File: src/rtl/mul_serial_pkg.sv
// rtl/mul_serial_pkg.sv - shared types and constants for the serial multiplier sequencer
package mul_serial_pkg;

  localparam int WIDTH_DEF = 8;

  // Index width for a given operand width (at least one bit)
  function automatic int depth_of(input int w);
    return (w > 1) ? $clog2(w) : 1;
  endfunction

  localparam int DEPTH_DEF = depth_of(WIDTH_DEF);

  typedef enum logic [1:0] {
    IDLE  = 2'd0,
    RUN   = 2'd1,
    DRAIN = 2'd2,
    DONE  = 2'd3
  } state_t;

endpackage

File: src/rtl/mul_serial_cnt.sv
// rtl/mul_serial_cnt.sv - multiplier-bit index counter with clear, enable and terminal count
module mul_serial_cnt
  import mul_serial_pkg::*;
#(
  parameter int WIDTH = WIDTH_DEF,
  parameter int DEPTH = depth_of(WIDTH)
) (
  input  logic             clk,
  input  logic             rst_n,
  input  logic             clr,
  input  logic             en,
  output logic [DEPTH-1:0] cnt,
  output logic             tc
);

  // Clear wins over enable so a restart or abort always begins at bit 0
  always_ff @(posedge clk or negedge rst_n) begin
    if (!rst_n) begin
      cnt <= '0;
    end else if (clr) begin
      cnt <= '0;
    end else if (en) begin
      cnt <= cnt + 1'b1;
    end
  end

  assign tc = (cnt == DEPTH'(WIDTH - 1));

endmodule

File: src/rtl/mul_serial_acc.sv
// rtl/mul_serial_acc.sv - bit-serial multiply sequencer and signed shift-accumulator
module mul_serial_acc
  import mul_serial_pkg::*;
#(
  parameter int WIDTH = WIDTH_DEF,
  parameter int DEPTH = depth_of(WIDTH)
) (
  input  logic                      clk,
  input  logic                      rst_n,
  input  logic                      i_start,
  output logic                      o_ready,
  input  logic                      i_flush,
  output logic                      o_en,
  output logic                      o_clr,
  output logic [DEPTH-1:0]          o_idx,
  input  logic signed [2*WIDTH-1:0] i_pp,
  output logic                      o_valid,
  input  logic                      i_ready,
  output logic signed [2*WIDTH-1:0] o_result
);

  localparam int PW = 2 * WIDTH;
  localparam logic [DEPTH-1:0] IDX_MSB = DEPTH'(WIDTH - 1);

  state_t                 state;
  state_t                 state_nxt;
  logic [DEPTH-1:0]       cnt;
  logic                   cnt_tc;
  logic                   accept;
  logic [DEPTH-1:0]       shamt;
  logic signed [PW-1:0]   pp_shift;
  logic signed [PW-1:0]   acc;

  assign accept = (state == IDLE) && i_start && !i_flush;

  mul_serial_cnt #(
    .WIDTH (WIDTH),
    .DEPTH (DEPTH)
  ) u_cnt (
    .clk   (clk),
    .rst_n (rst_n),
    .clr   (i_flush || accept),
    .en    (state == RUN),
    .cnt   (cnt),
    .tc    (cnt_tc)
  );

  // i_pp belongs to the index issued one cycle earlier, hence cnt-1 in RUN
  always_comb begin
    shamt    = (state == DRAIN) ? IDX_MSB : (cnt - 1'b1);
    pp_shift = i_pp <<< shamt;
  end

  // Accumulate positive-weight bits in RUN, subtract the sign bit in DRAIN
  always_ff @(posedge clk or negedge rst_n) begin
    if (!rst_n) begin
      acc <= '0;
    end else if (i_flush || accept) begin
      acc <= '0;
    end else begin
      case (state)
        RUN:     if (cnt != '0) acc <= acc + pp_shift;
        DRAIN:   acc <= acc - pp_shift;
        DONE:    if (i_ready) acc <= '0;
        default: ;
      endcase
    end
  end

  // State register
  always_ff @(posedge clk or negedge rst_n) begin
    if (!rst_n) begin
      state <= IDLE;
    end else begin
      state <= state_nxt;
    end
  end

  // Next-state decode; abort overrides start and handshake
  always_comb begin
    state_nxt = state;
    case (state)
      IDLE:    if (i_start) state_nxt = RUN;
      RUN:     if (cnt_tc) state_nxt = DRAIN;
      DRAIN:   state_nxt = DONE;
      DONE:    if (i_ready) state_nxt = IDLE;
      default: state_nxt = IDLE;
    endcase
    if (i_flush) state_nxt = IDLE;
  end

  // Output decode from state; clr also pulses on acceptance and abort
  always_comb begin
    o_ready = 1'b0;
    o_en    = 1'b0;
    o_clr   = i_flush;
    o_idx   = '0;
    o_valid = 1'b0;
    case (state)
      IDLE: begin
        o_ready = 1'b1;
        if (i_start) o_clr = 1'b1;
      end
      RUN: begin
        o_en  = 1'b1;
        o_idx = cnt;
      end
      DRAIN: o_idx = IDX_MSB;
      DONE: begin
        o_idx   = IDX_MSB;
        o_valid = 1'b1;
      end
      default: ;
    endcase
  end

  assign o_result = acc;

endmodule

File: config.mk
export PLATFORM = sky130hd
export DESIGN_NAME = mul_serial_acc
export DESIGN_NICKNAME = d
export VERILOG_FILES = /design/src/rtl/mul_serial_pkg.sv /design/src/rtl/mul_serial_cnt.sv /design/src/rtl/mul_serial_acc.sv
export SDC_FILE = /design/constraint.sdc
export NUM_CORES = 1
export LEC_CHECK = 0
export CAP_MARGIN = 20
export CORE_ASPECT_RATIO = 0.75
export CORE_MARGIN = 2
export CORE_UTILIZATION = 61
export CTS_BUF_LIST = sky130_fd_sc_hd__clkbuf_2
export CTS_CLUSTER_SIZE = 28
export DETAILED_ROUTE_END_ITERATION = 10
export GPL_TIMING_DRIVEN = 1
export PLACE_DENSITY_LB_ADDON = 0.15
export SYNTH_ARGS = -nofsm -noshare
export SYNTH_HDL_FRONTEND = slang
export SYNTH_SLANG_ARGS = --single-unit
File: constraint.sdc
create_clock -name clk -period 12.45 [get_ports clk]
set_clock_uncertainty 0.15 [all_clocks]
set_input_delay 2.49 -clock clk [delete_from_list [all_inputs] [get_ports clk]]
set_output_delay 2.49 -clock clk [all_outputs]
set_load 0.03 [all_outputs]
# Word-level counts from Yosys, hierarchy flattened
# Cells that the tools add are included.
# op_classes
add_sub_neg,4
n_mux,18
shift,1
eq_ne,9
n_reduce_logical,11
# op_table
operator,n
2-to-1 mux 16 bit,3
one-hot mux 16 bit (3 select lines),1
adder 16 bit,1
<<< shifter 16 x 3 -> 16 bit,1
subtractor 16 bit,1
2-to-1 mux 3 bit,3
"inequality test 3 bit, second input constant",3
2-to-1 mux 2 bit,4
one-hot mux 2 bit (4 select lines),1
"inequality test 3 x 2 -> 1 bit, second input constant",2
one-hot mux 3 bit (2 select lines),1
AND reduction 3 bit,2
2-to-1 mux 1 bit,5
"equality test 2 bit, second input constant",2
nonzero test 4 bit,1
"adder 3 x 1 -> 3 bit, second input constant",1
"equality test 3 bit, second input constant",1
nonzero test 3 bit,1
"subtractor 3 x 1 -> 3 bit, second input constant",1
"equality test 2 x 1 -> 1 bit, second input constant",1
logical AND 1 bit,2
logical NOT 2 bit,1
nonzero test 2 bit,1
OR reduction 2 bit,1
other kinds (2),2
# word_totals
inputBits,21
output_inout_bits,23
reg_bits,21
wordCells,46

# Depth between registers and ports, before layout
# logic_depth
word_depth,7
mapped_depth,23
ltp_nobuf,20

# Cells and area by module
# A second synthesis with hierarchy kept.
# hier_totals
cells_unflattened,336
hier_area_um2,2842.7
# modules_own_cells
module,cells_each,n_inst,area_each_um2,seq_area_each_um2
mul_serial_acc,325,1,2702.6,450.4
mul_serial_cnt,11,1,140.1,75.1

# Worst setup path after synthesis
# No wires, ideal clock.
# synth_timing
kind,in2out
start,in i_start
end,out o_clr
required_time_ps,9810
cell_stages,1
t_arrival_ps,2824
path_slack_ps,6986
n_path_buf,0
path_cell_list,a21o_1
# synth_via
elab_chain_len,2
# synth_lines
element,line,source
from (decl),mul_serial_acc.sv:10,"input logic i_start,"
2-to-1 mux 1 bit,mul_serial_acc.sv:102,if (i_start) o_clr = 1'b1;
2-to-1 mux 1 bit,mul_serial_acc.sv:99,case (state)
to (decl),mul_serial_acc.sv:14,"output logic o_clr,"
# No other way between the ends.

# Final worst setup path
# layout_timing
start,in i_flush
end,out o_clr
# layout_via
elab_chain_len,2
# layout_lines
element,line,source
from (decl),mul_serial_acc.sv:12,"input logic i_flush,"
2-to-1 mux 1 bit,mul_serial_acc.sv:102,
2-to-1 mux 1 bit (*),mul_serial_acc.sv:99,
# Mark *: on every way between the ends. The rest lies on a longest branch, timed or not.

==> flow_summary.ini <==
[floorplan]
initial_core_util_pct = 62.22
io-pin-count = 44
die_h_um = 61.94
die_x_um = 81.25
design.core.area_mm2 = 0.004388
num_rows = 21
dieArea_mm2 = 0.005032

[worst_setup_path]
critical_path_arrival_ns = 3.93
end_kind = output pin
cp_data_required_time_ns = 9.81
crit_type = in2out
critPathLaunchType = primary input
cp_max_fo = 7

[cts]
clk_pin_slew_worst_paths_ns = 0.24
cts-htree-levels = 1
cts_buffers = 3
cts_max_path_buffers = 2
clkLatencyLatePin_ns = 0.37
cts_setup_buffers = 0
cts-resized-gates = 0
hold_buffers = 0
cts_tree = yes
root_buffer = clkbuf_2
cts_sinks = 21

[cells_and_area]
fill_cells = 355
diodes = 0
drive_gt1_share_pct = 7.046
multiInputGateArea_mm2 = 0.002019
areaGrowthSynthToFinish_pct = 17.00
nNetsFinal = 416
seq_area_um2 = 525.5

[synthesis]
ys_ff_latch = 21
synth_area_mm2 = 0.002730
async_flop_share_pct = 100.0
synthCells = 333
synth_top_family_by_area = compound AO/OA/AOI/OAI gates
yosysMostFrequentCell = nand2_1
synthMuxAreaShare_pct = 7.516
syn_area_per_cell_um2 = 8.199
synthTopCellsByCount = 37 x nand2_1, 24 x a21oi_1, 24 x ha_1
synth_seq_area_share_pct = 19.25
synth-xor-area-share_pct = 8.616
synth_compound_area_share_pct = 25.94
synthAdderAreaFrac_pct = 11.73
yosysTopAreaCellShare_pct = 19.25
synth-warning-count = 0
ys_types = 53
synth.area.top_cells = dfrtp_1 19%, ha_1 11%, mux2i_1 5.9%
synth_ff_type = dfrtp_1
synth_enable_flop_cells = 0
synthSimpleGateAreaFrac_pct = 20.16
syn_nets = 379
synth_top_area_cell = dfrtp_1

[timing]
setup_viol = 0
maxSlewHeadroom_pct = 42.45
rsz0062_at_grt = false
fin_tns_setup_ns = 0
fin_crit_sh_pct = 52.78
fmax_mhz = 152.2
worst_slew_pin_slew_ns = 0.8614
period_needed_ns = 6.571
slew_violations = 0
final_hold_viol_count = 0

[place]
place.port_buffers = 43
place_hpwl_um = 5194
place_congestion = 0.8893

[global_routing]
grtUsageMet3_pct = 4.046
gr-total-overflow = 0
grtUsageMet1_pct = 36.67
grt.busiest_layer = met2
grt_pass1_wl_um = 10680
gr-usage-all-layers_pct = 27.41
met2_usage_pct = 48.17
grt_max_degree = 31
first_global_vias = 2288
antenna_found_initial = 0

[routing]
drcViolationCount = 0
vias = 2615
routed_wl_um = 6754
drtIter0Drc = 156
wl_per_cell_um = 15.85
vias_per_cell = 6.138
first_pass_iters = 7
ant_nets = 0

[run]
drv_cap = 0

[hold_path]
hp-class = reg2reg

[run_status]
status = completed
-- placed cells by master (no fill, tap or decap), types with 6 or more instances in the layout --
cell             count
a21oi_1             24
o211ai_1             7
xnor2_1             16
ha_1                24
a22oi_1              7
o21ai_0             22
clkdlybuf4s50_1     43
nor3_1               6
nand3b_1             7
nand2_1             37
mux2i_1             16
inv_1               22
nor2_1              12
a211oi_1            11
xor2_1               9
nor2b_1              8
dfrtp_1             21
-- worst paths after layout --
| check | startpoint | to | slack, ns | cells past startpoint |
|---|---|---|---|---|
| max in group asynchronous | rst_n | o_result[14] | 9.58 | 2 |
| max reg2reg | state[0] | o_result[14] | 7.28 | 18 |
| min | o_result[8] | o_result[8] | 0.40 | 2 |
| min in group asynchronous | rst_n | u_cnt.cnt[2] | 2.16 | 1 |
| min reg2reg | o_result[8] | o_result[8] | 0.40 | 2 |
| max | i_flush | o_clr | 5.88 | 3 |
-- critical path, stage by stage --
cell	delay (ns)
clkdlybuf4s50_1	0.51
a21o_1	0.22
clkdlybuf4s50_1	0.71
-- sequential cells by signal, summed over array words and instances, names as in the netlist --
signal and flops:
o_result 16, state 2, u_cnt.cnt 3
-- stage by stage --
stage,setup slack [ns],area [µm²],hold slack (ns),instances,utilization (%)
floorplan,6.986,2730,0.3849,333,-
global placement,5.911,3159,0.3502,421,72.00
detailed placement,5.863,3159,0.3598,421,72.00
CTS,5.892,3179,0.4061,425,72.46
global route,5.834,3194,0.4398,426,72.80
finish,5.879,3194,0.4041,426,72.80
-- final cells by class --
cell class	count	share of cell area (%)
Clock inverter	1	0.1567
Multi-Input combinational cell	274	63.22
Inverter	22	2.585
Sequential cell	21	16.45
Tap cell	57	2.233
Timing Repair Buffer	48	14.88
Clock buffer	3	0.4700
-- metal layers --
metal	vias to the layer above	share of wire [%]
met5	-	0
met4	0	1.0
met3	8	4.7
met2	68	47
met1	1249	47
li1	1290	-
-- kinds of logic (layout without fill, tap and decap cells) --
kind of cell	after synthesis	count (layout)
buffers and inverters	38	74
AND/OR/NAND/NOR	102	102
multiplexers	18	18
flip-flops	21	21
XOR/XNOR	26	26
adder cells (fa/ha/maj)	25	25
AO/OA/AOI/OAI	103	103
Power is left out: the tool's default activity adds up to more than one toggle a clock period on the data nets, which glitch-free logic cannot reach.
==> edit, RTL diff (same flow settings) <==
Make the reset (`rst_n`) synchronous in 3 clocked blocks.
--- a/src/rtl/mul_serial_cnt.sv
+++ b/src/rtl/mul_serial_cnt.sv
@@ -14,7 +14,7 @@
 );
 
   // Clear wins over enable so a restart or abort always begins at bit 0
-  always_ff @(posedge clk or negedge rst_n) begin
+  always_ff @(posedge clk) begin
     if (!rst_n) begin
       cnt <= '0;
     end else if (clr) begin
--- a/src/rtl/mul_serial_acc.sv
+++ b/src/rtl/mul_serial_acc.sv
@@ -52,7 +52,7 @@
   end
 
   // Accumulate positive-weight bits in RUN, subtract the sign bit in DRAIN
-  always_ff @(posedge clk or negedge rst_n) begin
+  always_ff @(posedge clk) begin
     if (!rst_n) begin
       acc <= '0;
     end else if (i_flush || accept) begin
@@ -68,7 +68,7 @@
   end
 
   // State register
-  always_ff @(posedge clk or negedge rst_n) begin
+  always_ff @(posedge clk) begin
     if (!rst_n) begin
       state <= IDLE;
     end else begin
Check against the original RTL: differs if rst_n is asserted again (counterexample within 4 cycles, from zero or initial values and one cycle with rst_n low); with rst_n held inactive, the same outputs for 10 cycles.
==> edit against the original RTL <==
  * Area after synthesis decreased by 2.5%
  * Wire length decreased by 6.1%
  * Die area decreased by 2.4%
  * Setup slack improved by 0.17 ns
  * Critical path depth unchanged
  * Sequential cell count unchanged
  * Count of clock-buffer cells in the layout unchanged
  * Cell area decreased by 3.2%
  * Critical path type unchanged
  * Highest routed layer unchanged
Power is left out: it rests on default switching activity, and per cell area and clock period it moved more than threefold.
==> edit: results (changes against the original RTL) <==
* Status: finished, final reports clean (unchanged)
* CP Max Fanout at 3 (was 7)
* Clock H-tree levels at 1 (unchanged)
* Syn_nets at 386 (was 379)
* Hold crit path type: reg2reg (unchanged)
* Synth area leaders: dfxtp_1 (16%), ha_1 (11%), mux2i_1 (7.1%) (was dfrtp_1 (19%), ha_1 (11%), mux2i_1 (5.9%))
* Worst slew margin at 0.274 (was 0.425)
* Gates resized, CTS repair at 0 (unchanged)
* Hold_sp: o_result[3] (was o_result[8])
* Post-synth top cells: nor2_1 (34), a21oi_1 (26), ha_1 (24), dfxtp_1 (21), nand2_1 (21) (was nand2_1 (37), a21oi_1 (24), ha_1 (24), inv_1 (22), o21ai_0 (22))
* Mapped Cells at 340 (was 333)
* First-pass GRT wire length at 10.6 mm (was 10.7 mm)
* Share of layout cells above drive strength 1 at 0.0538 (was 0.0705)
* Met1 Use GR at 0.391 (was 0.367)
* Vias in the first global route at 2309 (was 2288)
* Initial DRC Count at 226 (was 156)
* Vias/cell at 6.05 (was 6.14)
* Yosys Warn Count at 0 (unchanged)
* CP Launch Point: i_start (was i_flush)
* Asr flop ratio synth at 0 (was 1.00)
* Count of different cell masters after synthesis at 57 (was 53)
* DR pass1 iterations at 4 (was 7)
* Post-DR wirelength/cell at 14.9 µm (was 15.9 µm)
* Initial antenna violation count at 0 (unchanged)
* R2R Setup Slk at 7.09 ns (was 7.28 ns)
* Post-route insts no fill at 427 (was 426)
* Antenna diodes at 0 (unchanged)
* Clk_lat worst skew at 0.35 ns (was 0.37 ns)
* GRT Overall Usage at 0.268 (was 0.274)
* Grt met2 use at 0.426 (was 0.482)
* Most used DFF post-synth: dfxtp_1 (was dfrtp_1)
* Worst-path clk slew at 0.24 ns (about the same)
* DP Cell Count at 423 (was 421)
* Clock buffer depth at 2 (unchanged)
* Setup repair bufs after CTS at 0 (unchanged)
* GPL Wtd Cong at 0.915 (was 0.889)
* M3 GR Usage at 0.0425 (was 0.0405)
* HPWL after detailed placement at 4.82 mm (was 5.19 mm)
* Max reg flops at 16 (unchanged)
* Cts bufs inserted at 3 (unchanged)
* Dpl ws at 5.82 ns (was 5.86 ns)
* Arrival time at the worst endpoint at 3.76 ns (was 3.93 ns)
* Fill count at 353 (was 355)
* Port buffer count at 43 (unchanged)
* Worst reg2reg startpoint: u_cnt.cnt[0] (was state[0])
* Seq/Total Area, Yosys at 0.158 (was 0.192)
* Post-route DRC violation count at 0 (unchanged)
* Largest net degree at the start of global routing at 34 (was 31)
* Worst setup margin at 6.05 ns (was 5.88 ns)
* Clock root buffer: clkbuf_2 (unchanged)
[edit: kinds of logic (layout without fill, tap and decap cells)]
logic type               count (synthesis)  in the layout  synth area share
adder cells (fa/ha/maj)                 25             25             0.120
AO/OA/AOI/OAI                          105            105             0.285
buffers and inverters                   35             67            0.0649
multiplexers                            20             20            0.0757
AND/OR/NAND/NOR                        105            105             0.198
XOR/XNOR                                29             29            0.0983
flip-flops                              21             21             0.158
[edit: critical path, stage by stage]
cell             delay [ns]
clkdlybuf4s50_1        0.49
a21o_1                 0.12
clkdlybuf4s50_1        0.66
[edit: metrics by stage]
| stage | hold WS [ns] | cell area (µm²) |
|---|---|---|
| after floorplan | 0.360 | 2660 |
| after global placement | 0.327 | 3070 |
| after detailed placement | 0.344 | 3070 |
| after CTS | 0.371 | 3090 |
| after global routing | 0.399 | 3090 |
| final | 0.363 | 3090 |
[edit: area by class of cell]
| type | instances | share of cell area |
|---|---|---|
| Clock buffer | 3 | 0.00485 |
| Clock inverter | 1 | 0.00243 |
| Inverter | 18 | 0.0218 |
| Multi-Input combinational cell | 284 | 0.669 |
| Sequential cell | 21 | 0.136 |
| Tap cell | 55 | 0.0222 |
| Timing Repair Buffer | 45 | 0.144 |
[edit: path summary, 6_finish.rpt]
check	endpoint	cells past startpoint
worst min register to register	o_result[3]	2
worst max register to register	o_result[15]	20
worst min-delay path	o_result[3]	2
worst max-delay path	o_clr	3
[edit: layer usage]
| layer | vias to the layer above | share of wire | routed length [µm] |
|---|---|---|---|
| met3 | 8 | 0.057 | 364 |
| met1 | 1167 | 0.49 | 3090 |
| li1 | 1315 | - | - |
| met4 | 0 | 0.0079 | 50 |
| met2 | 92 | 0.45 | 2840 |
| met5 | - | 0 | 0 |
